[src/rtl/e1_demux_controller.sv]
`default_nettype none
// ============================================================================
// Module   : e1_demux_controller
// Purpose  : E1 frame alignment and timeslot sequencer. Finds the FAS word in
//            the serial stream and confirms it with a FAS/NFAS/FAS sequence.
//            Once aligned, it emits each timeslot byte tagged with its
//            timeslot index and frame parity. Repeated FAS errors drop the
//            alignment and return the block to search.
// Revision : 1.0 - initial release
// ============================================================================
module e1_demux_controller #(
  parameter logic [6:0]  FAS_PATTERN = 7'b0011011,
  parameter int unsigned LOSS_THRESH = 3,
  parameter int unsigned NUM_TS      = 32
) (
  input  logic       clock,
  input  logic       clear,
  input  logic       din,
  output logic [7:0] dout,
  output logic       dout_valid,
  output logic [4:0] ts_num,
  output logic       odd_frame,
  output logic       frame_sync,
  output logic       fas_err
);

  localparam int unsigned TS_W  = $clog2(NUM_TS);
  localparam int unsigned ERR_W = $clog2(LOSS_THRESH + 1);

  localparam logic [TS_W-1:0]  c_ts_last = TS_W'(NUM_TS - 1);
  localparam logic [TS_W-1:0]  c_ts_one  = TS_W'(1);
  localparam logic [ERR_W-1:0] c_err_max = ERR_W'(LOSS_THRESH);
  localparam logic [ERR_W-1:0] c_err_one = ERR_W'(1);

  typedef enum logic [1:0] {
    ST_SEARCH   = 2'd0,
    ST_CHK_NFAS = 2'd1,
    ST_CHK_FAS  = 2'd2,
    ST_SYNC     = 2'd3
  } state_t;

  state_t           state_q,      state_d;
  // Only the seven most recent bits are needed to form the incoming byte.
  logic [6:0]       sreg_q,       sreg_d;
  logic [2:0]       bit_cnt_q,    bit_cnt_d;
  logic [TS_W-1:0]  ts_cnt_q,     ts_cnt_d;
  logic             parity_q,     parity_d;
  logic [ERR_W-1:0] err_cnt_q,    err_cnt_d;
  logic [7:0]       dout_q,       dout_d;
  logic             dout_valid_q, dout_valid_d;
  logic [4:0]       ts_num_q,     ts_num_d;
  logic             odd_frame_q,  odd_frame_d;
  logic             frame_sync_q, frame_sync_d;
  logic             fas_err_q,    fas_err_d;

  logic [7:0]       in_byte;
  logic             fas_match;
  logic             byte_end;
  logic             ts0_end;
  logic [ERR_W-1:0] err_inc;

  // Byte completed by the bit arriving on this edge, and the events it marks.
  assign in_byte   = {sreg_q, din};
  assign fas_match = (in_byte[6:0] == FAS_PATTERN);
  assign byte_end  = (bit_cnt_q == 3'd7);
  assign ts0_end   = byte_end && (ts_cnt_q == '0);
  assign err_inc   = (err_cnt_q == c_err_max) ? err_cnt_q : err_cnt_q + c_err_one;

  // State register and all datapath registers; clear discards alignment.
  always_ff @(posedge clock or posedge clear) begin
    if (clear) begin
      state_q      <= ST_SEARCH;
      sreg_q       <= '0;
      bit_cnt_q    <= '0;
      ts_cnt_q     <= '0;
      parity_q     <= 1'b0;
      err_cnt_q    <= '0;
      dout_q       <= '0;
      dout_valid_q <= 1'b0;
      ts_num_q     <= '0;
      odd_frame_q  <= 1'b0;
      frame_sync_q <= 1'b0;
      fas_err_q    <= 1'b0;
    end else begin
      state_q      <= state_d;
      sreg_q       <= sreg_d;
      bit_cnt_q    <= bit_cnt_d;
      ts_cnt_q     <= ts_cnt_d;
      parity_q     <= parity_d;
      err_cnt_q    <= err_cnt_d;
      dout_q       <= dout_d;
      dout_valid_q <= dout_valid_d;
      ts_num_q     <= ts_num_d;
      odd_frame_q  <= odd_frame_d;
      frame_sync_q <= frame_sync_d;
      fas_err_q    <= fas_err_d;
    end
  end

  // Next-state logic: bit/timeslot counting, alignment FSM, byte output.
  always_comb begin
    state_d      = state_q;
    sreg_d       = in_byte[6:0];
    bit_cnt_d    = bit_cnt_q;
    ts_cnt_d     = ts_cnt_q;
    parity_d     = parity_q;
    err_cnt_d    = err_cnt_q;
    dout_d       = dout_q;
    dout_valid_d = 1'b0;
    ts_num_d     = ts_num_q;
    odd_frame_d  = odd_frame_q;
    fas_err_d    = 1'b0;

    // The frame position advances only while an alignment is being tracked;
    // in search the counters hold until the next candidate FAS resets them.
    if (state_q != ST_SEARCH) begin
      bit_cnt_d = bit_cnt_q + 3'd1;
      if (byte_end) begin
        if (ts_cnt_q == c_ts_last) begin
          ts_cnt_d = '0;
          parity_d = ~parity_q;
        end else begin
          ts_cnt_d = ts_cnt_q + c_ts_one;
        end
      end
    end

    case (state_q)
      ST_SEARCH: begin
        // The candidate FAS byte is TS0 of an even frame; the next bit
        // is therefore bit 0 of TS1.
        if (fas_match) begin
          bit_cnt_d = '0;
          ts_cnt_d  = c_ts_one;
          parity_d  = 1'b0;
          state_d   = ST_CHK_NFAS;
        end
      end

      ST_CHK_NFAS: begin
        // One frame later TS0 must carry an NFAS word (bit 2 set).
        if (ts0_end) begin
          state_d = in_byte[6] ? ST_CHK_FAS : ST_SEARCH;
        end
      end

      ST_CHK_FAS: begin
        // Two frames later the FAS word must reappear.
        if (ts0_end) begin
          if (fas_match) begin
            state_d   = ST_SYNC;
            err_cnt_d = '0;
          end else begin
            state_d   = ST_SEARCH;
          end
        end
      end

      ST_SYNC: begin
        if (byte_end) begin
          dout_d       = in_byte;
          ts_num_d     = 5'(ts_cnt_q);
          odd_frame_d  = parity_q;
          dout_valid_d = 1'b1;
          // Only even-frame TS0 is supervised; NFAS content is not checked.
          if ((ts_cnt_q == '0) && !parity_q) begin
            if (fas_match) begin
              err_cnt_d = '0;
            end else begin
              fas_err_d = 1'b1;
              err_cnt_d = err_inc;
              if (err_inc == c_err_max) begin
                state_d = ST_SEARCH;
              end
            end
          end
        end
      end

      default: begin
        state_d = ST_SEARCH;
      end
    endcase

    frame_sync_d = (state_d == ST_SYNC);
  end

  assign dout       = dout_q;
  assign dout_valid = dout_valid_q;
  assign ts_num     = ts_num_q;
  assign odd_frame  = odd_frame_q;
  assign frame_sync = frame_sync_q;
  assign fas_err    = fas_err_q;

endmodule
`default_nettype wire

[config.mk]
export PLATFORM = sky130hd
export DESIGN_NAME = e1_demux_controller
export DESIGN_NICKNAME = d
export VERILOG_FILES = /design/src/rtl/e1_demux_controller.sv
export SDC_FILE = /design/constraint.sdc
export NUM_CORES = 1
export LEC_CHECK = 0
export CAP_MARGIN = 15
export CORE_MARGIN = 2
export CORE_UTILIZATION = 45
export CTS_CLUSTER_DIAMETER = 80
export DETAILED_ROUTE_END_ITERATION = 8
export GPL_ROUTABILITY_DRIVEN = 0
export PLACE_DENSITY = 0.75
export RECOVER_POWER = 100
export SLEW_MARGIN = 10
export SYNTH_ARGS = -nofsm -noshare
export SYNTH_HDL_FRONTEND = slang
export SYNTH_SLANG_ARGS = --single-unit
[constraint.sdc]
create_clock -name clock -period 1.73 [get_ports clock]
set_input_delay 0.346 -clock clock [delete_from_list [all_inputs] [get_ports clock]]
set_output_delay 0.346 -clock clock [all_outputs]
set_load 0.02 [all_outputs]
Word level (Yosys, flattened, before mapping):

Cells that the tools add are included.

* eq/ne operators: 13
* $add $sub $neg: 3
* multiplexer cells: 36
* reduce and logical (&&, ||, !) cells: 9
* shifts and indexed selects: 0
* $mul: 0
* $lt $le $gt $ge: 0
* divide/modulo/power cells: 0
* bitwise gates (word level): 1

Operators with widths (count)
* 2-bit 2-to-1 mux: 15
* 5-bit 2-to-1 mux: 5
* 1-bit 2-to-1 mux: 11
* 2-bit == test (second input constant): 5
* 3-bit 2-to-1 mux: 3
* 2-bit != test (second input constant): 4
* 2-bit case mux with 4 select lines: 1
* 7-bit by 5-bit == test with 1-bit output (second input constant): 1
* 5-bit by 1-bit adder with 5-bit output (second input constant): 1
* 5-bit == test (second input constant): 1
* 5-bit zero test: 1
* 5-bit AND reduction: 1
* 2-bit case mux with 2 select lines: 1
* 2-bit nonzero test: 2
* 3-bit by 1-bit adder with 3-bit output (second input constant): 1
* 3-bit == test (second input constant): 1
* 2-bit by 1-bit adder with 2-bit output (second input constant): 1
* 2-bit by 1-bit == test with 1-bit output (second input constant): 1
* 1-bit logical AND: 2
* 2-bit zero test: 1
* 2-bit AND reduction: 1
* 1-bit zero test: 1
* 1-bit inverter: 1

* bits in latches: 0
* memories kept: 0
* bits in read-only memories: 0
* output and inout port bits: 17
* word-level logic and storage cells: 74
* register bits after elaboration: 37
* bits of input ports: 3
* memory bits (writable): 0

Longest topological paths before layout:

* word-level depth: 9
* gate-level depth with buffers: 7

Worst setup path after synthesis:

OpenSTA, ideal clock, no wires.

* path type: reg-to-reg
* start: register ts_cnt_q[0]
* end: register ts_cnt_q[3]
* stages on the path, launching flop included: 6
* library setup time: 0.077 ns
* path slack: -0.033 ns
* path buffers: 0
* arrival time: 1.686 ns
* cell sequence: dfrtp_1 > ha_1 > and3_2 > ha_1 > or4_1 > a21oi_1

* word-level cells in the longest chain between the ends: 6

RTL lines
* start, declared: RTL line 46 `logic [TS_W-1:0] ts_cnt_q, ts_cnt_d;`
* start signal, assigned: RTL line 88 `ts_cnt_q <= ts_cnt_d;`
* 5-bit by 1-bit adder with 5-bit output or 5-bit == test (tied branches): RTL line 123, 119
* 5-bit 2-to-1 mux *: RTL line 119 `if (ts_cnt_q == c_ts_last) begin`
* 5-bit 2-to-1 mux *: RTL line 118 `if (byte_end) begin`
* 5-bit 2-to-1 mux *: RTL line 116 `if (state_q != ST_SEARCH) begin`
* 5-bit 2-to-1 mux: RTL line 132 `if (fas_match) begin`
* 5-bit 2-to-1 mux *: RTL line 128 `case (state_q)`
* named net ts_cnt_d[3]: RTL line 46

The timed path passes the listed nets; every way through them passes the cells marked *.
A chain may end at the register's enable or synchronous reset.

Final worst setup path:

* start: register ts_cnt_q[0]
* end: register ts_cnt_q[2]

The elaborated chain is that of the path after synthesis.

==> results.md <==
- Status: complete, but fails checks
- Failing checks: negative setup slack
- Final min period: 1.802 ns
- Critical path's slowest cell: or4b_1
- Die Y-Extent: 63.19 microns
- Worst hold path type: flip-flop to flip-flop
- Final nets: 178
- Clock Power Share: 0.264
- Signal arrival time at the worst endpoint: 2.06 ns
- Hold Fails Final Rpt: 0
- Post-synth cell types: 38
- Switching power: 448.7 uW
- Fmax: 555.0 MHz
- Worst Path Required: 1.99 ns
- Post-DRT Antenna Nets: 0
- Sequential share of power: 0.567
- Max-cap violations: 0
- Final setup TNS: -0.07182 ns
- Final WL: 3458 microns
- Top FF cell, synth: dfrtp_1
- Vias per cell: 5.421
- Setup Crit Path Kind: flip-flop to flip-flop
- Die area: 0.003993 sq mm
- CTS clk-pin slew, worst paths: 0.10 ns
- GRT Total Usage: 0.1762
- Clock Latency Late Sink: 0.33 ns
- Mapped Area: 0.001577 sq mm
- Num CTS Buffers: 5
- Area grow syn2layout: 32.22%
- Std cell rows: 21
- Worst-margin pin slew: 0.8892 ns
- Fillers: 268
- Diode count: 0
- CP Cell Sequence: ha_2, and3_2, ha_4, or4b_1, a21oi_1
- Via count of the first global-routing pass: 1168
- Share of cells above drive strength 1: 0.3235
- Period utilization: 1.042
- DRT iter0 DRCs: 25
- Cell-internal power: 1.265 mW
- CTS Hold Bufs: 0
- M1 GR Usage: 0.2090
- GRT met2 Usage: 0.2926
- Post-route cell area: 0.002085 sq mm
- #FFs+latches synth: 37
- Synth async-reset ratio: 1.000
- CTS tree: done
- GR Overflow Total: 0
- PnR worst setup slack: -0.07182 ns
- GR Layer Usage met3: 0.05000
- Starting Density: 0.4687
- Critical path's largest stage delay: 0.52 ns
- Ys Warns: 0
- Initial antenna violation count: 0
- Leakage power: 0.9601 nW
- Most common cell in the netlist: dfrtp_1
- Mapped Avg Cell Area: 12.22 sq um
- Detailed placement HPWL: 2210 microns
- Seq. cell area: 925.9 sq um
- Synth area leaders: dfrtp_1 (59%), mux2_2 (8.6%), o21ai_0 (4.1%), ha_1 (4.0%), nor2_1 (1.9%)
- DR vias: 1171
- Drt drc: 0
- Layout Skew: 0.001677 ns
- Pre-Repair DR Iteration Count: 4
- VDD IR-drop max: 0.0006988 V
- Area post-placement: 0.001881 sq mm
- Die Width: 63.19 microns
- Critical path fanouts, max: 4
- Synth area leader: dfrtp_1
- Max Transition Viols Final: 0
- CP Launch Type: flip-flop
- PwrDens: 821.9 mW/mm^2
- IO Pins: 20
- Share of the synthesized area in the top cell type: 0.5873
- Largest net degree at the start of global routing: 38
- Htree depth: 2
- Combinational Power Share: 0.169
- Clock Path Buffers: 2
- IO buf count: 19
- Total core area: 0.003363 sq mm
- Post-DR wirelength/cell: 16.01 microns
- Clock Sinks: 37
- Post-synth EDFFs: 0
- Area of the multi-input gates: 663.1 sq um
- Post-synth top cells: dfrtp_1 (37), o21ai_0 (13), mux2_2 (12), nor2_1 (8), inv_1 (7)
- Busiest grt layer: met2
- CP endpoint kind: flip-flop
- Slew HR: 0.4072
- Net Count, Synth: 137
- Net switching fraction of the power: 0.2619
- Global-route wire length before repair: 5347 microns
- Sequential share of the synthesized area: 0.5873
- RSZ-0062 raised after global routing: yes
- CTS root buffer: clkbuf_4
- Setup Viol. Count Final: 1
- Post-synthesis cell count: 129
[cells in the final DEF, fill, tap and decap left out, types with 2 or more instances in the layout]
master | Yosys | layout
dfrtp_1 | 37 | 37
clkdlybuf4s50_1 | 0 | 17
buf_4 | 1 | 15
mux2_2 | 12 | 12
o21ai_0 | 13 | 12
nor2_1 | 8 | 8
inv_1 | 7 | 6
nand2_1 | 6 | 6
clkbuf_4 | 0 | 5
a21oi_1 | 5 | 4
a31oi_1 | 3 | 3
ha_4 | 0 | 3
nand3_2 | 1 | 2
or4_4 | 1 | 2
o21ai_2 | 1 | 2
nand3_1 | 3 | 2
ha_2 | 0 | 2
clkbuf_1 | 1 | 2
dlygate4sd3_1 | 0 | 2
buf_6 | 0 | 2
[power by group through the flow]
| stage | Combinational [mW] | Sequential (mW) | Clock (mW) |
|---|---|---|---|
| global placement | 0.143 | 0.978 | 0 |
| global route | 0.324 | 0.977 | 0.508 |
| floorplan | 0.116 | 0.966 | 0 |
| finish | 0.289 | 0.972 | 0.452 |
| CTS | 0.210 | 0.963 | 0.467 |
| detailed placement | 0.163 | 0.987 | 0 |
[repair_timing]
action                                  in CTS  in global routing
gates resized for setup                      4                 13
buffers inserted                             4                  7
endpoints found under the setup margin       3                  6
pin swaps                                    0                  8
[cells by family (layout without fill, tap and decap cells)]
| kind of cell | count (synthesis) | in the layout | share of synthesized area |
|---|---|---|---|
| DFF | 37 | 37 | 0.5873 |
| and+or+nand+nor | 33 | 33 | 0.1357 |
| AOI/OAI and AO/OA | 28 | 28 | 0.1064 |
| muxes | 13 | 13 | 0.09206 |
| buffers and inverters | 12 | 53 | 0.03333 |
| adders and majority gates | 5 | 5 | 0.03968 |
| xor gates and xnor gates | 1 | 1 | 0.005557 |
[path summary, 6_finish.rpt]
| path | start | to | slack [ns] | cells past startpoint |
|---|---|---|---|---|
| setup reg to reg | ts_cnt_q[0] | ts_cnt_q[2] | -0.07 | 5 |
| max in group asynchronous | clear | ts_cnt_q[1] | 0.47 | 3 |
| setup / recovery | ts_cnt_q[0] | ts_cnt_q[2] | -0.07 | 5 |
| hold / removal | sreg_q[3] | sreg_q[4] | 0.40 | 0 |
| min in group asynchronous | clear | state_q[1] | 0.72 | 3 |
| hold reg to reg | sreg_q[3] | sreg_q[4] | 0.40 | 0 |
[routing by layer]
| layer | part of all wire | wire length [microns] | vias to the layer above |
|---|---|---|---|
| li1 | - | - | 546 |
| met1 | 0.41 | 1429 | 588 |
| met2 | 0.52 | 1812 | 31 |
| met3 | 0.037 | 129 | 6 |
| met4 | 0.025 | 87 | 0 |
| met5 | 0 | 0 | - |
[sequential cells by signal, summed over array words and instances (netlist names)]
register    cells
err_cnt_q       2
bit_cnt_q       3
ts_num          5
state_q         2
frame_sync      1
parity_q        1
sreg_q          7
fas_err         1
dout            8
ts_cnt_q        5
dout_valid      1
odd_frame       1
[through the flow]
stage          utilization  instances  worst slack [ns]  hold WS (ns)  power [mW]
3_3_place_gp        0.5592        198           0.01009        0.3704       1.121
4_1_cts             0.5867        209          0.008116        0.4040       1.640
6_report            0.6198        216          -0.07182        0.4010       1.713
2_1_floorplan            -        129          0.007586        0.3628       1.082
5_1_grt             0.6198        216           -0.1180        0.4252       1.810
3_5_place_dp        0.5592        198          -0.02933        0.3802       1.150
[layout make-up]
type / instances / area share
multi-input cells: 80 / 0.3181
flip-flops and latches: 37 / 0.4442
inverters: 7 / 0.01381
well taps: 46 / 0.02761
repair buffers: 39 / 0.1699
clock buffers: 7 / 0.02641
[worst max-delay path, delay by kind of cell, from the launching register on]
| kind | cells | cell delay, ns |
|---|---|---|
| DFF | 1 | 0.41 |
| and+or+nand+nor | 2 | 0.75 |
| adders and majority gates | 2 | 0.37 |
| AOI/OAI and AO/OA | 1 | 0.18 |
(Power assumes the default switching activity.)
==> edit 1 (same flow settings) <==
The output `dout_valid` loses its register stage (`dout_valid_q` becomes a continuous assignment).
--- a/src/rtl/e1_demux_controller.sv
+++ b/src/rtl/e1_demux_controller.sv
@@ -77,5 +77,4 @@
       err_cnt_q    <= '0;
       dout_q       <= '0;
-      dout_valid_q <= 1'b0;
       ts_num_q     <= '0;
       odd_frame_q  <= 1'b0;
@@ -90,5 +89,4 @@
       err_cnt_q    <= err_cnt_d;
       dout_q       <= dout_d;
-      dout_valid_q <= dout_valid_d;
       ts_num_q     <= ts_num_d;
       odd_frame_q  <= odd_frame_d;
@@ -97,4 +95,6 @@
     end
   end
+
+  assign dout_valid_q = dout_valid_d;
 
   // Next-state logic: bit/timeslot counting, alignment FSM, byte output.
Function: no difference found for any inputs over 10 cycles, from zero or initial values; that may be too few to reach the edited logic, so the function may still have changed.
==> edit 1 against the unedited design <==
Wire length is 11% lower; cell area is 5.8% lower; utilization is 2.7 points lower; total power is 2.7% lower; die area is 1.9% lower; worst setup slack better by 0.094 ns; maximum frequency is 5.5% higher; clock power is 4% higher; sequential power is 3.1% lower; non-clock buffer count is 5 lower; synthesized area is 2.1% lower; global-route usage is 0.15 points higher; sequential cell count is 1 lower; critical endpoint unchanged; largest power group unchanged.
==> edit 1: results (changes against the unedited design) <==
| Metric | Value |
|---|---|
| Fraction of area in multi-input gates | `0.335 (+0.0165)` |
| Worst r2r src | `ts_cnt_q[1]` |
| Post-DP Area | `0.00186 mm² (-1.1%)` |
| Max VDD drop | `0.766 mV (+9.6%)` |
| Xor/xnor cell area share of the yosys netlist | `0.00567 (+0.000117)` |
| Vias | `1138 (-2.8%)` |
| Dpl cells | `201 (+1.5%)` |
| Post-synthesis sequential area ratio | `0.583 (-0.00383)` |
| Ratio of cells with drive above 1 in the final layout | `0.307 (-0.0163)` |
| Clock group | `0.470 mW (+4%)` |
| Clk_lat worst skew | `0.35 ns (+0.02 ns)` |
| Gr usage total | `0.178 (+0.00153)` |
| Async S/R FF share, synth | `1.00 (unchanged)` |
| Largest net degree at the start of global routing | `37 (-2.6%)` |
| Sw frac | `0.287 (+0.0251)` |
| Avg Inst Size Synth | `12.0 µm² (-2.1%)` |
| Via/cell ratio | `5.37 (-0.98%)` |
| Seq cells | `36 (-2.7%)` |
| Post-CTS Setup Bufs | `3 (-1)` |
| Hold depth | `0 (unchanged)` |
| Worst clock skew | `0.00953 ns (+0.00786 ns)` |
| Slew margin rel. | `0.431 (+0.0238)` |
| Layout non-clock buf frac | `0.133 (-0.0373)` |
| WL per Instance | `14.5 µm (-9.7%)` |
| Flop pwr share | `0.565 (-0.002)` |
| NumNets Final | `173 (-2.8%)` |
| Fillers | `294 (+9.7%)` |
| Seq/total area | `0.459 (+0.0147)` |
| Number of gates resized after CTS | `16 (+12)` |
| Clk tree area frac | `0.0312 (+0.00482)` |
| Reg2reg setup slack | `0.02 ns (+0.09 ns)` |
| Worst-path clk slew | `0.12 ns (+0.02 ns)` |
| Setup violators final | `0 (-1)` |
| Synth area leaders | `dfrtp_1, mux2_2, o21ai_0` |
| Full die area | `0.00392 mm² (-1.9%)` |
| Synth cell count leaders | `dfrtp_1, o21ai_0, mux2_2` |
| Post-synthesis compound-gate area fraction | `0.110 (+0.00386)` |
| Clk root buf | `clkbuf_4` |
| Mux cell area share after synthesis | `0.0940 (+0.00194)` |
| DP HPWL | `2.06 mm (-6.7%)` |
| Distinct cell type count after synthesis | `34 (-11%)` |
| H-tree levels | `2 (unchanged)` |
| Number of global-route vias before repair | `1181 (+1.1%)` |
| Post-synthesis adder-cell area fraction | `0.0405 (+0.000836)` |
| Leakage | `0.893 nW (-7.0%)` |
| Non-clock buffers | `34 (-13%)` |
| #MultiIn Comb | `81 (+1.3%)` |
| Outcome | `completed` |
| Internal power | `1.19 mW (-6.0%)` |
| Layout clock buffer count | `5 (-2)` |
| Port Buffers | `19 (unchanged)` |
| First-pass GRT wire length | `5.44 mm (+1.7%)` |
==> edit 1: cell types whose count changed in the layout (fill, tap and decap cells not counted), sizes merged, moves of 2 or more <==
cell           change
clkbuf             +5
clkdlybuf4s50      -8
a211o              +2
buf                -5
clkinvlp           +2
==> edit 1: how the worst max path moves through the flow <==
| stage | from | slack, ns | end | depth (start not counted) |
|---|---|---|---|---|
| 6_report | ts_cnt_q[1] | 0.02 | ts_cnt_q[2] | 5 |
| 4_1_cts | bit_cnt_q[0] | -0.04 | err_cnt_q[0] | 6 |
| 3_5_place_dp | bit_cnt_q[0] | -0.05 | dout_valid | 5 |
| 5_1_grt | ts_cnt_q[1] | -0.04 | err_cnt_q[0] | 6 |
| 2_1_floorplan | ts_cnt_q[0] | 0.03 | ts_cnt_q[3] | 5 |
| 3_3_place_gp | bit_cnt_q[0] | -0.02 | dout_valid | 5 |
==> edit 1: through the flow <==
step | hold slack [ns] | setup WS (ns) | TNS [ns] | util
final | 0.414 | 0.0223 | 0 | 0.593
after global routing | 0.434 | -0.0438 | -0.160 | 0.593
after CTS | 0.387 | -0.0356 | -0.0570 | 0.595
after detailed placement | 0.386 | -0.0537 | -0.128 | 0.562
after global placement | 0.372 | -0.0189 | -0.0189 | 0.562
after floorplan | 0.363 | 0.0341 | 0 | -
==> edit 1: metal layers <==
metal  vias up  GRT usage  routed length (µm)
met4         0     0.0500                  24
met3         2     0.0559                 122
met1       576      0.218                1390
met5         -          0                   0
li1        534          -                   -
met2        26      0.302                1530
==> edit 1: worst max-delay path: stages, from the launching register on <==
cell and delay (ns):
dfrtp_1 0.42, ha_2 0.21, and3_4 0.19, ha_4 0.16, or4b_4 0.51, a21oi_2 0.14
==> edit 2 (config.mk and constraints unchanged) <==
Made on the original files. Set the parameter `NUM_TS` to 16 (it was 32).
--- a/src/rtl/e1_demux_controller.sv
+++ b/src/rtl/e1_demux_controller.sv
@@ -12,5 +12,5 @@
   parameter logic [6:0]  FAS_PATTERN = 7'b0011011,
   parameter int unsigned LOSS_THRESH = 3,
-  parameter int unsigned NUM_TS      = 32
+  parameter int unsigned NUM_TS      = 16
 ) (
   input  logic       clock,
Check against the original RTL: same outputs for any inputs over 10 cycles, from zero or initial values; that may be too few to reach the edited logic, so the function may still have changed.
==> edit 2 against the unedited design <==
Synthesized area is 0.32% higher; worst hold slack worse by 0.0017 ns; sequential share of layout area is 1.4 points higher; clock skew is 0.010 ns higher; cell area is 8.2% lower; register-to-register slack better by 0.15 ns; worst setup slack better by 0.12 ns; sequential cell count is 2 lower; wire length is 9.4% lower; via count is 3.8% lower; highest routed layer unchanged.
Power is not compared: it rests on default switching activity, and its combinational part moved more than twofold at a synthesized area within 25%.
==> edit 2: results (changes against the unedited design) <==
| Metric | Value |
|---|---|
| DR WL met2 | `1.55 mm (-14%)` |
| Ratio of cells with drive above 1 in the final layout | `0.256 (-0.0673)` |
| DP HPWL | `2.22 mm (+0.64%)` |
| Drt total wl | `3.13 mm (-9.4%)` |
| Met3 Wirelength | `139 µm (+7.8%)` |
| Distinct cell type count after synthesis | `42 (+11%)` |
| Initial drt markers | `39 (+56%)` |
| Port Buffers | `18 (-1)` |
| NumNets Final | `166 (-6.7%)` |
| Via/cell ratio | `5.47 (+0.91%)` |
| Dpl cells | `197 (-0.51%)` |
| Synth area leaders | `dfrtp_1, mux2_2, ha_1` |
| Synth cell count leaders | `dfrtp_1, nand2_1, mux2_2` |
| Worst Path Arrival | `1.34 ns (-0.72 ns)` |
| Top-area cell type share of the netlist area | `0.554 (-0.0335)` |
| Setup_tns | `0 ns (+0.0718 ns)` |
| Number of global-route vias before repair | `1120 (-4.1%)` |
| Slew @ Worst Pin | `0.833 ns (-0.0557 ns)` |
| Delay of the slowest critical-path stage | `0.62 ns (+0.10 ns)` |
| Gr usage total | `0.172 (-0.00393)` |
| Worst clock skew | `0.0119 ns (+0.0102 ns)` |
| CP top delay family | `buffers and inverters` |
| Max stage delay cell, worst path | `clkdlybuf4s50_1` |
| Post-synthesis sequential area ratio | `0.554 (-0.0335)` |
| Fillers | `306 (+14%)` |
| Critical Path Fanout Max | `2 (-2)` |
| Outcome | `completed` |
## edit 2: changes by cell type after synthesis, sizes merged, moves of 2 or more
cell / change
or2: +2
nor2: -2
a22o: +3
nand3: -2
nand2: +5
a21oi: -2
o21ai: -8
dfrtp: -2
## edit 2: through the flow
step / util / setup WS (ns) / area (µm²) / hold slack (ns)
finish: 0.569 / 0.0458 / 1910 / 0.399
global route: 0.569 / 0.0104 / 1910 / 0.416
CTS: 0.570 / 0.0143 / 1920 / 0.395
detailed placement: 0.548 / -0.00708 / 1840 / 0.380
global placement: 0.548 / 0.0288 / 1840 / 0.374
floorplan: - / 0.0157 / 1580 / 0.363
## edit 2: routing by layer
metal | vias up | global-route usage
met2 | 38 | 0.281
met5 | - | 0
li1 | 518 | -
met4 | 0 | 0.0788
met3 | 13 | 0.0571
met1 | 558 | 0.207
## edit 2: layout make-up
cell class,count,share of cell area
flip-flops and latches,35,0.458
multi-input cells,78,0.331
repair buffers,31,0.128
clock buffers,7,0.0340
well taps,46,0.0301
inverters,8,0.0157
clock inverters,1,0.00392
## edit 2: path summary, 6_finish.rpt
check | from | end | slack, ns | cells after the start
max | ts_num[0] | ts_num[0] | 0.05 | 1
min | sreg_q[1] | sreg_q[2] | 0.40 | 0
max reg2reg | ts_cnt_q[1] | err_cnt_q[0] | 0.08 | 6
min reg2reg | sreg_q[1] | sreg_q[2] | 0.40 | 0
max in group asynchronous | clear | bit_cnt_q[2] | 0.53 | 3
min in group asynchronous | clear | ts_num[2] | 0.68 | 3
## edit 2: logic make-up (layout without fill, tap and decap cells)
| kind of cell | Yosys count | in the layout | share of synthesized area |
|---|---|---|---|
| and+or+nand+nor | 37 | 37 | 0.148 |
| DFF | 35 | 35 | 0.554 |
| AOI/OAI and AO/OA | 25 | 25 | 0.124 |
| buffers and inverters | 15 | 47 | 0.0617 |
| muxes | 11 | 11 | 0.0783 |
| adders and majority gates | 4 | 4 | 0.0316 |
| other | 1 | 1 | 0.00237 |
## edit 2: repair_timing
item	4_1_cts	5_1_grt
gates resized for setup	1	9
pin swaps	0	2
endpoints found under the hold margin	0	0
setup endpoints to repair	1	6
setup buffers	0	1
## edit 2: power groups by stage
stage	logic, mW	registers (mW)	clock network [mW]
global placement	0.648	1.11	0
floorplan	0.539	1.07	0
detailed placement	0.689	1.12	0
CTS	0.698	1.11	0.525
global route	0.808	1.13	0.566
finish	0.733	1.11	0.508
